File: src/rtl/ring_decoder_4_bit.sv
// ----------------------------------------------------------------------------
// ring_decoder_4_bit
// Receive-side decoder/monitor for a 4-bit one-hot ring counter bus.
// Converts the one-hot position into a binary index, acquires lock after
// LOCK_CNT consecutive correctly rotating samples, pulses err on sequence
// errors while locked, and keeps a saturating error count plus a modulo
// wrap count (3->0 transitions accepted while locked).
//
// Ports:
//   clk        in   rising-edge clock
//   rst        in   asynchronous active-low reset
//   en         in   sample enable (low: all state holds, err=0)
//   ring_in    in   4-bit ring code, bit i high means position i
//   clr_cnt    in   synchronous clear of err_count/wrap_count (ignores en)
//   pos        out  binary index of the last legal sample
//   locked     out  high while in LOCKED
//   err        out  one-cycle pulse on a sequence error while LOCKED
//   err_count  out  saturating count of err pulses
//   wrap_count out  modulo-2^CNT_W count of 3->0 wraps seen while LOCKED
// ----------------------------------------------------------------------------
module ring_decoder_4_bit #(
  parameter int LOCK_CNT = 3,
  parameter int CNT_W    = 8
) (
  input  logic             clk,
  input  logic             rst,
  input  logic             en,
  input  logic [3:0]       ring_in,
  input  logic             clr_cnt,
  output logic [1:0]       pos,
  output logic             locked,
  output logic             err,
  output logic [CNT_W-1:0] err_count,
  output logic [CNT_W-1:0] wrap_count
);

  typedef enum logic [0:0] {
    ST_UNLOCKED = 1'b0,
    ST_LOCKED   = 1'b1
  } state_e;

  localparam logic [3:0]       LOCK_CNT_L = 4'(LOCK_CNT);
  localparam logic [CNT_W-1:0] CNT_MAX    = {CNT_W{1'b1}};
  localparam logic [CNT_W-1:0] CNT_ONE    = {{(CNT_W-1){1'b0}}, 1'b1};

  // Exactly one bit set.
  function automatic logic is_onehot(input logic [3:0] code);
    logic [2:0] ones;
    ones = 3'd0;
    for (int i = 0; i < 4; i++) begin
      ones = ones + {2'b00, code[i]};
    end
    return (ones == 3'd1);
  endfunction

  // Binary index of a one-hot code (only meaningful for legal codes).
  function automatic logic [1:0] onehot_index(input logic [3:0] code);
    logic [1:0] idx;
    case (code)
      4'b0001: idx = 2'd0;
      4'b0010: idx = 2'd1;
      4'b0100: idx = 2'd2;
      4'b1000: idx = 2'd3;
      default: idx = 2'd0;
    endcase
    return idx;
  endfunction

  state_e           state_q, state_d;
  logic [3:0]       prev_q, prev_d;
  logic             prev_ok_q, prev_ok_d;
  logic [3:0]       match_cnt_q, match_cnt_d;
  logic [1:0]       pos_q, pos_d;
  logic             err_q, err_d;
  logic [CNT_W-1:0] err_count_q, err_count_d;
  logic [CNT_W-1:0] wrap_count_q, wrap_count_d;

  logic       legal_s;
  logic       zero_s;
  logic       succ_s;
  logic [1:0] idx_s;
  logic [3:0] match_inc_s;
  logic       inc_err_s;
  logic       inc_wrap_s;

  assign legal_s     = is_onehot(ring_in);
  assign zero_s      = (ring_in == 4'b0000);
  assign idx_s       = onehot_index(ring_in);
  // Successor is a left rotation of the last legal sample.
  assign succ_s      = prev_ok_q && (ring_in == {prev_q[2:0], prev_q[3]});
  assign match_inc_s = succ_s ? (match_cnt_q + 4'd1) : 4'd1;

  // Next-state logic for the lock FSM, tracking state and outputs.
  always_comb begin
    state_d     = state_q;
    prev_d      = prev_q;
    prev_ok_d   = prev_ok_q;
    match_cnt_d = match_cnt_q;
    pos_d       = pos_q;
    err_d       = 1'b0;
    inc_err_s   = 1'b0;
    inc_wrap_s  = 1'b0;
    if (en) begin
      case (state_q)
        ST_UNLOCKED: begin
          if (legal_s) begin
            match_cnt_d = match_inc_s;
            prev_d      = ring_in;
            prev_ok_d   = 1'b1;
            pos_d       = idx_s;
            if (match_inc_s == LOCK_CNT_L) begin
              state_d = ST_LOCKED;
            end else begin
              state_d = ST_UNLOCKED;
            end
          end else begin
            match_cnt_d = 4'd0;
            prev_ok_d   = 1'b0;
          end
        end
        ST_LOCKED: begin
          if (legal_s && succ_s) begin
            prev_d = ring_in;
            pos_d  = idx_s;
            // Successor of 1000 is 0001: a wrap.
            if (prev_q == 4'b1000) begin
              inc_wrap_s = 1'b1;
            end else begin
              inc_wrap_s = 1'b0;
            end
          end else if (legal_s) begin
            // Skip/hold/reverse: this sample starts re-acquisition.
            err_d       = 1'b1;
            inc_err_s   = 1'b1;
            state_d     = ST_UNLOCKED;
            match_cnt_d = 4'd1;
            prev_d      = ring_in;
            prev_ok_d   = 1'b1;
            pos_d       = idx_s;
          end else if (zero_s) begin
            // Source ring held in reset: drop lock without flagging.
            state_d     = ST_UNLOCKED;
            match_cnt_d = 4'd0;
            prev_ok_d   = 1'b0;
          end else begin
            err_d       = 1'b1;
            inc_err_s   = 1'b1;
            state_d     = ST_UNLOCKED;
            match_cnt_d = 4'd0;
            prev_ok_d   = 1'b0;
          end
        end
        default: begin
          state_d     = ST_UNLOCKED;
          match_cnt_d = 4'd0;
          prev_ok_d   = 1'b0;
        end
      endcase
    end else begin
      state_d = state_q;
    end
  end

  // Counter next-state: clear has priority over any increment.
  always_comb begin
    err_count_d  = err_count_q;
    wrap_count_d = wrap_count_q;
    if (clr_cnt) begin
      err_count_d  = {CNT_W{1'b0}};
      wrap_count_d = {CNT_W{1'b0}};
    end else begin
      if (inc_err_s && (err_count_q != CNT_MAX)) begin
        err_count_d = err_count_q + CNT_ONE;
      end else begin
        err_count_d = err_count_q;
      end
      if (inc_wrap_s) begin
        wrap_count_d = wrap_count_q + CNT_ONE;
      end else begin
        wrap_count_d = wrap_count_q;
      end
    end
  end

  // State and output registers with asynchronous active-low reset.
  always_ff @(posedge clk or negedge rst) begin
    if (!rst) begin
      state_q      <= ST_UNLOCKED;
      prev_q       <= 4'b0000;
      prev_ok_q    <= 1'b0;
      match_cnt_q  <= 4'd0;
      pos_q        <= 2'd0;
      err_q        <= 1'b0;
      err_count_q  <= {CNT_W{1'b0}};
      wrap_count_q <= {CNT_W{1'b0}};
    end else begin
      state_q      <= state_d;
      prev_q       <= prev_d;
      prev_ok_q    <= prev_ok_d;
      match_cnt_q  <= match_cnt_d;
      pos_q        <= pos_d;
      err_q        <= err_d;
      err_count_q  <= err_count_d;
      wrap_count_q <= wrap_count_d;
    end
  end

  assign pos        = pos_q;
  assign locked     = (state_q == ST_LOCKED);
  assign err        = err_q;
  assign err_count  = err_count_q;
  assign wrap_count = wrap_count_q;

endmodule

File: config.mk
export PLATFORM = sky130hd
export DESIGN_NAME = ring_decoder_4_bit
export DESIGN_NICKNAME = d
export VERILOG_FILES = /design/src/rtl/ring_decoder_4_bit.sv
export SDC_FILE = /design/constraint.sdc
export NUM_CORES = 1
export LEC_CHECK = 0
export CORE_MARGIN = 1.5
export CORE_UTILIZATION = 57
export DETAILED_ROUTE_END_ITERATION = 16
export GPL_ROUTABILITY_DRIVEN = 0
export PLACE_DENSITY_LB_ADDON = 0.25
export SLEW_MARGIN = 20
export SYNTH_ARGS = -nofsm -noshare
export SYNTH_HDL_FRONTEND = slang
export SYNTH_SLANG_ARGS = --single-unit
File: constraint.sdc
create_clock -name clk -period 4.8 [get_ports clk]
set_clock_uncertainty 0.15 [all_clocks]
set_input_delay 0.48 -clock clk [delete_from_list [all_inputs] [get_ports clk]]
set_output_delay 0.48 -clock clk [all_outputs]
set_load 0.005 [all_outputs]
==> impl_metrics.prom <==
# TYPE chip_impl_metric gauge
chip_impl_metric{name="die-area",unit="um2"} 3366
chip_impl_metric{name="cts_setup_buffers",unit=""} 0
chip_impl_info{name="busiest_layer",value="met2"} 1
chip_impl_metric{name="finish.utilization",unit=""} 0.7511
chip_impl_metric{name="period_minus_slack",unit="ps"} 3559
chip_impl_metric{name="grt.met2_usage",unit=""} 0.4253
chip_impl_metric{name="fin_area",unit="um2"} 2107
chip_impl_metric{name="syn_area_per_cell",unit="um2"} 9.480
chip_impl_metric{name="initial_utilization",unit=""} 0.6151
chip_impl_metric{name="pleak",unit="nW"} 0.9238
chip_impl_metric{name="ctsHoldBuffers",unit=""} 0
chip_impl_metric{name="n_fill_cell",unit=""} 212
chip_impl_info{name="rr_startpoint",value="err_count[0]"} 1
chip_impl_metric{name="layout_worst_path_cycle_share",unit=""} 0.7415
chip_impl_metric{name="worst-r2r-setup-slack",unit="ps"} 2650
chip_impl_metric{name="pwr-share-clk",unit=""} 0.380
chip_impl_info{name="timing.critical_path.to_type",value="flip-flop"} 1
chip_impl_metric{name="hpwl",unit="um"} 2715
chip_impl_metric{name="clkSinkCount",unit=""} 29
chip_impl_metric{name="combPwrFrac",unit=""} 0.184
chip_impl_info{name="synth.most_common_cell",value="dfrtp_1"} 1
chip_impl_metric{name="critical_path_required",unit="ps"} 4920
chip_impl_metric{name="power-per-cell-area",unit="nW/um2"} 317.2
chip_impl_metric{name="synth-async-reset-ratio",unit=""} 1.000
chip_impl_info{name="synthTopCellsByCount",value="29 x dfrtp_1, 23 x nand2_1, 11 x inv_1, 9 x nor2_1, 9 x o21ai_0"} 1
chip_impl_metric{name="core",unit="um2"} 2805
chip_impl_metric{name="fin_total_pwr",unit="uW"} 668.3
chip_impl_metric{name="worstHoldPathCells",unit=""} 2
chip_impl_metric{name="preCtsSetupSlack",unit="ps"} 906.7
chip_impl_metric{name="postPlaceCellArea",unit="um2"} 2004
chip_impl_metric{name="grt_use_met3",unit=""} 0.08036
chip_impl_metric{name="finalHoldViolations",unit=""} 0
chip_impl_info{name="hold_path_class",value="flip-flop to flip-flop"} 1
chip_impl_info{name="synth_ff_type",value="dfrtp_1"} 1
chip_impl_metric{name="die_width",unit="um"} 58.02
chip_impl_metric{name="power_frac_seq",unit=""} 0.435
chip_impl_info{name="tritoncts_clock_tree",value="done"} 1
chip_impl_metric{name="arrival",unit="ps"} 3680
chip_impl_metric{name="post_cts.resized_instances",unit=""} 0
chip_impl_info{name="status",value="finished clean"} 1
chip_impl_metric{name="fmaxAchievable",unit="GHz"} 0.2809
chip_impl_metric{name="syn_nets",unit=""} 198
chip_impl_metric{name="internal-power",unit="uW"} 485.7
chip_impl_metric{name="yosys.cell_types.count",unit=""} 47
chip_impl_metric{name="routed_wire_length_per_instance",unit="um"} 15.50
chip_impl_info{name="crit_type",value="input port to flip-flop"} 1
chip_impl_metric{name="route.antenna.remaining_nets",unit=""} 0
chip_impl_info{name="clockRootBuffer",value="clkbuf_4"} 1
chip_impl_metric{name="port_buffers",unit=""} 27
chip_impl_info{name="synth.largest_area_cell",value="dfrtp_1"} 1
chip_impl_info{name="synth_area_leaders",value="dfrtp_1 42%, ha_1 5.1%, nand2_1 5.0%, xnor2_1 3.0%, o21ai_0 2.6%"} 1
chip_impl_metric{name="grt_remaining_overflow",unit=""} 0
chip_impl_metric{name="h-tree-depth",unit=""} 2
chip_impl_metric{name="grt_max_degree",unit=""} 30
chip_impl_metric{name="max_cap_violations",unit=""} 0
chip_impl_metric{name="setup-tns-final",unit="ps"} 0
chip_impl_info{name="whs_endpoint",value="pos[1]"} 1
chip_impl_metric{name="fin_hold_ws",unit="ps"} 337.4
chip_impl_info{name="startpoint_type",value="input port"} 1
chip_impl_metric{name="floorplan.io_pins",unit=""} 28
chip_impl_metric{name="ctsLongestPathBuffers",unit=""} 2
chip_impl_info{name="reg2reg_to",value="err_count[2]"} 1
chip_impl_metric{name="drtPass1Iterations",unit=""} 6
chip_impl_metric{name="drt_wl_total",unit="um"} 3752
chip_impl_metric{name="clkLatencyLatePin",unit="ps"} 350
chip_impl_metric{name="routed-via-count",unit=""} 1516
chip_impl_metric{name="synth_area",unit="um2"} 1725
chip_impl_metric{name="grt_antenna_before_repair",unit=""} 0
chip_impl_info{name="rsz0062_at_grt",value="false"} 1
chip_impl_metric{name="slew_headroom",unit=""} 0.5957
chip_impl_metric{name="synth_top_cell_area_share",unit=""} 0.4206
chip_impl_info{name="hp-start",value="pos[1]"} 1
chip_impl_metric{name="antenna_cells_inserted",unit=""} 0
chip_impl_metric{name="number_of_nets_in_the_layout",unit=""} 226
chip_impl_metric{name="grt_usage",unit=""} 0.2602
chip_impl_metric{name="floorplan.die.height",unit="um"} 58.02
chip_impl_metric{name="post_synthesis_sequential_element_count",unit=""} 29
chip_impl_metric{name="switching_share",unit=""} 0.2732
chip_impl_metric{name="clk_transition_reported_paths",unit="ps"} 100
chip_impl_metric{name="number_of_buffers_added_by_the_clock_tree_synthesis_step",unit=""} 5
chip_impl_metric{name="critical_path.max_fanout",unit=""} 10
chip_impl_metric{name="number_of_global_route_vias_before_repair",unit=""} 1502
chip_impl_metric{name="post_synth_inst_count",unit=""} 182
chip_impl_metric{name="dp_cells",unit=""} 234
chip_impl_metric{name="cell_count_final_fillers_out",unit=""} 242
chip_impl_metric{name="tightest_slew",unit="ps"} 604.5
chip_impl_metric{name="drt-vias-per-instance",unit=""} 6.264
chip_impl_metric{name="sequential_fraction_of_the_synthesis_area",unit=""} 0.4206
chip_impl_metric{name="power.ir.vdd_worst",unit="V"} 0.0003594
chip_impl_metric{name="grt_first_pass_wirelength",unit="um"} 6561
chip_impl_metric{name="core.rowCount",unit=""} 19
chip_impl_metric{name="slew_violations",unit=""} 0
chip_impl_metric{name="starting_drc_count_in_detailed_routing",unit=""} 100
chip_impl_metric{name="post_route_cells_drive_above_1_share",unit=""} 0.1043
chip_impl_metric{name="r2r_cells",unit=""} 6
chip_impl_metric{name="yosys_warnings",unit=""} 0
chip_impl_metric{name="detail_route.drc_violations",unit=""} 0
chip_impl_metric{name="setup_viol",unit=""} 0
chip_impl_metric{name="synth-edff-count",unit=""} 0
chip_impl_metric{name="areaGrowthSynthToFinish",unit="%"} 22.12
chip_impl_metric{name="power_switching",unit="uW"} 182.6
chip_impl_metric{name="grt_use_met1",unit=""} 0.3094
chip_impl_metric{name="setup_slack",unit="ps"} 1241
==> cell usage in the layout, fill, tap and decap left out, types with 2 or more instances in the layout <==
cell type,instances
mux2_2,3
nor2_1,9
nor2b_1,3
xnor2_1,6
o31ai_1,4
clkbuf_4,5
o211ai_1,3
a21oi_1,6
or4_1,6
a31o_2,2
inv_1,11
and3_1,4
nor3_1,4
o41ai_1,2
nor4_1,4
o31a_1,2
clkdlybuf4s50_1,27
nand4_1,7
ha_1,7
o21ai_0,9
buf_4,2
dfrtp_1,29
nand2_1,23
nand3_1,8
bufinv_16,2
==> power by group through the flow <==
| stage | combinational [mW] | sequential, mW | clock, mW |
|---|---|---|---|
| floorplan | 0.0853 | 0.291 | 0 |
| global placement | 0.119 | 0.295 | 0 |
| finish | 0.123 | 0.291 | 0.254 |
| CTS | 0.124 | 0.291 | 0.256 |
| detailed placement | 0.123 | 0.296 | 0 |
| global route | 0.140 | 0.295 | 0.266 |
==> cells by family (layout without fill, tap and decap cells) <==
family | Yosys count | after routing | share of synthesized area
xor+xnor | 7 | 7 | 0.03553
simple gates | 79 | 79 | 0.2589
fa+ha+maj | 8 | 8 | 0.06236
buf+inv | 19 | 48 | 0.05003
flops | 29 | 29 | 0.4206
mux | 5 | 5 | 0.03191
compound gates | 35 | 35 | 0.1407
==> critical path, stage by stage <==
cell	delay, ps
clkdlybuf4s50_1	580
inv_1	110
fa_1	490
inv_1	40
ha_1	170
ha_1	320
or3b_4	410
nand3_1	170
nand2_1	230
or4_1	530
a21oi_1	150
==> worst max path at each step <==
stage,start,end,slack (ps),cells past startpoint
detailed placement,ring_in[3],err_count[5],910,11
finish,ring_in[3],err_count[2],1240,11
floorplan,ring_in[3],err_count[6],1620,11
CTS,ring_in[3],err_count[5],1280,11
global placement,ring_in[3],err_count[6],1040,11
global route,ring_in[3],err_count[2],1080,11
==> area by class of cell <==
| type | count | area, um2 | area share |
|---|---|---|---|
| Multi-Input combinational cell | 134 | 913.4 | 0.4335 |
| Sequential cell | 29 | 725.7 | 0.3444 |
| Tap cell | 31 | 38.79 | 0.01841 |
| Clock buffer | 5 | 37.54 | 0.01781 |
| Inverter | 11 | 41.29 | 0.01960 |
| Clock inverter | 3 | 65.06 | 0.03088 |
| Timing Repair Buffer | 29 | 285.3 | 0.1354 |
==> metal layers <==
metal	part of all wire	wire length (um)
met5	0	0
met4	0.026	97
met3	0.053	199
met2	0.51	1901
met1	0.41	1553
Power figures use the tool's default switching activity.
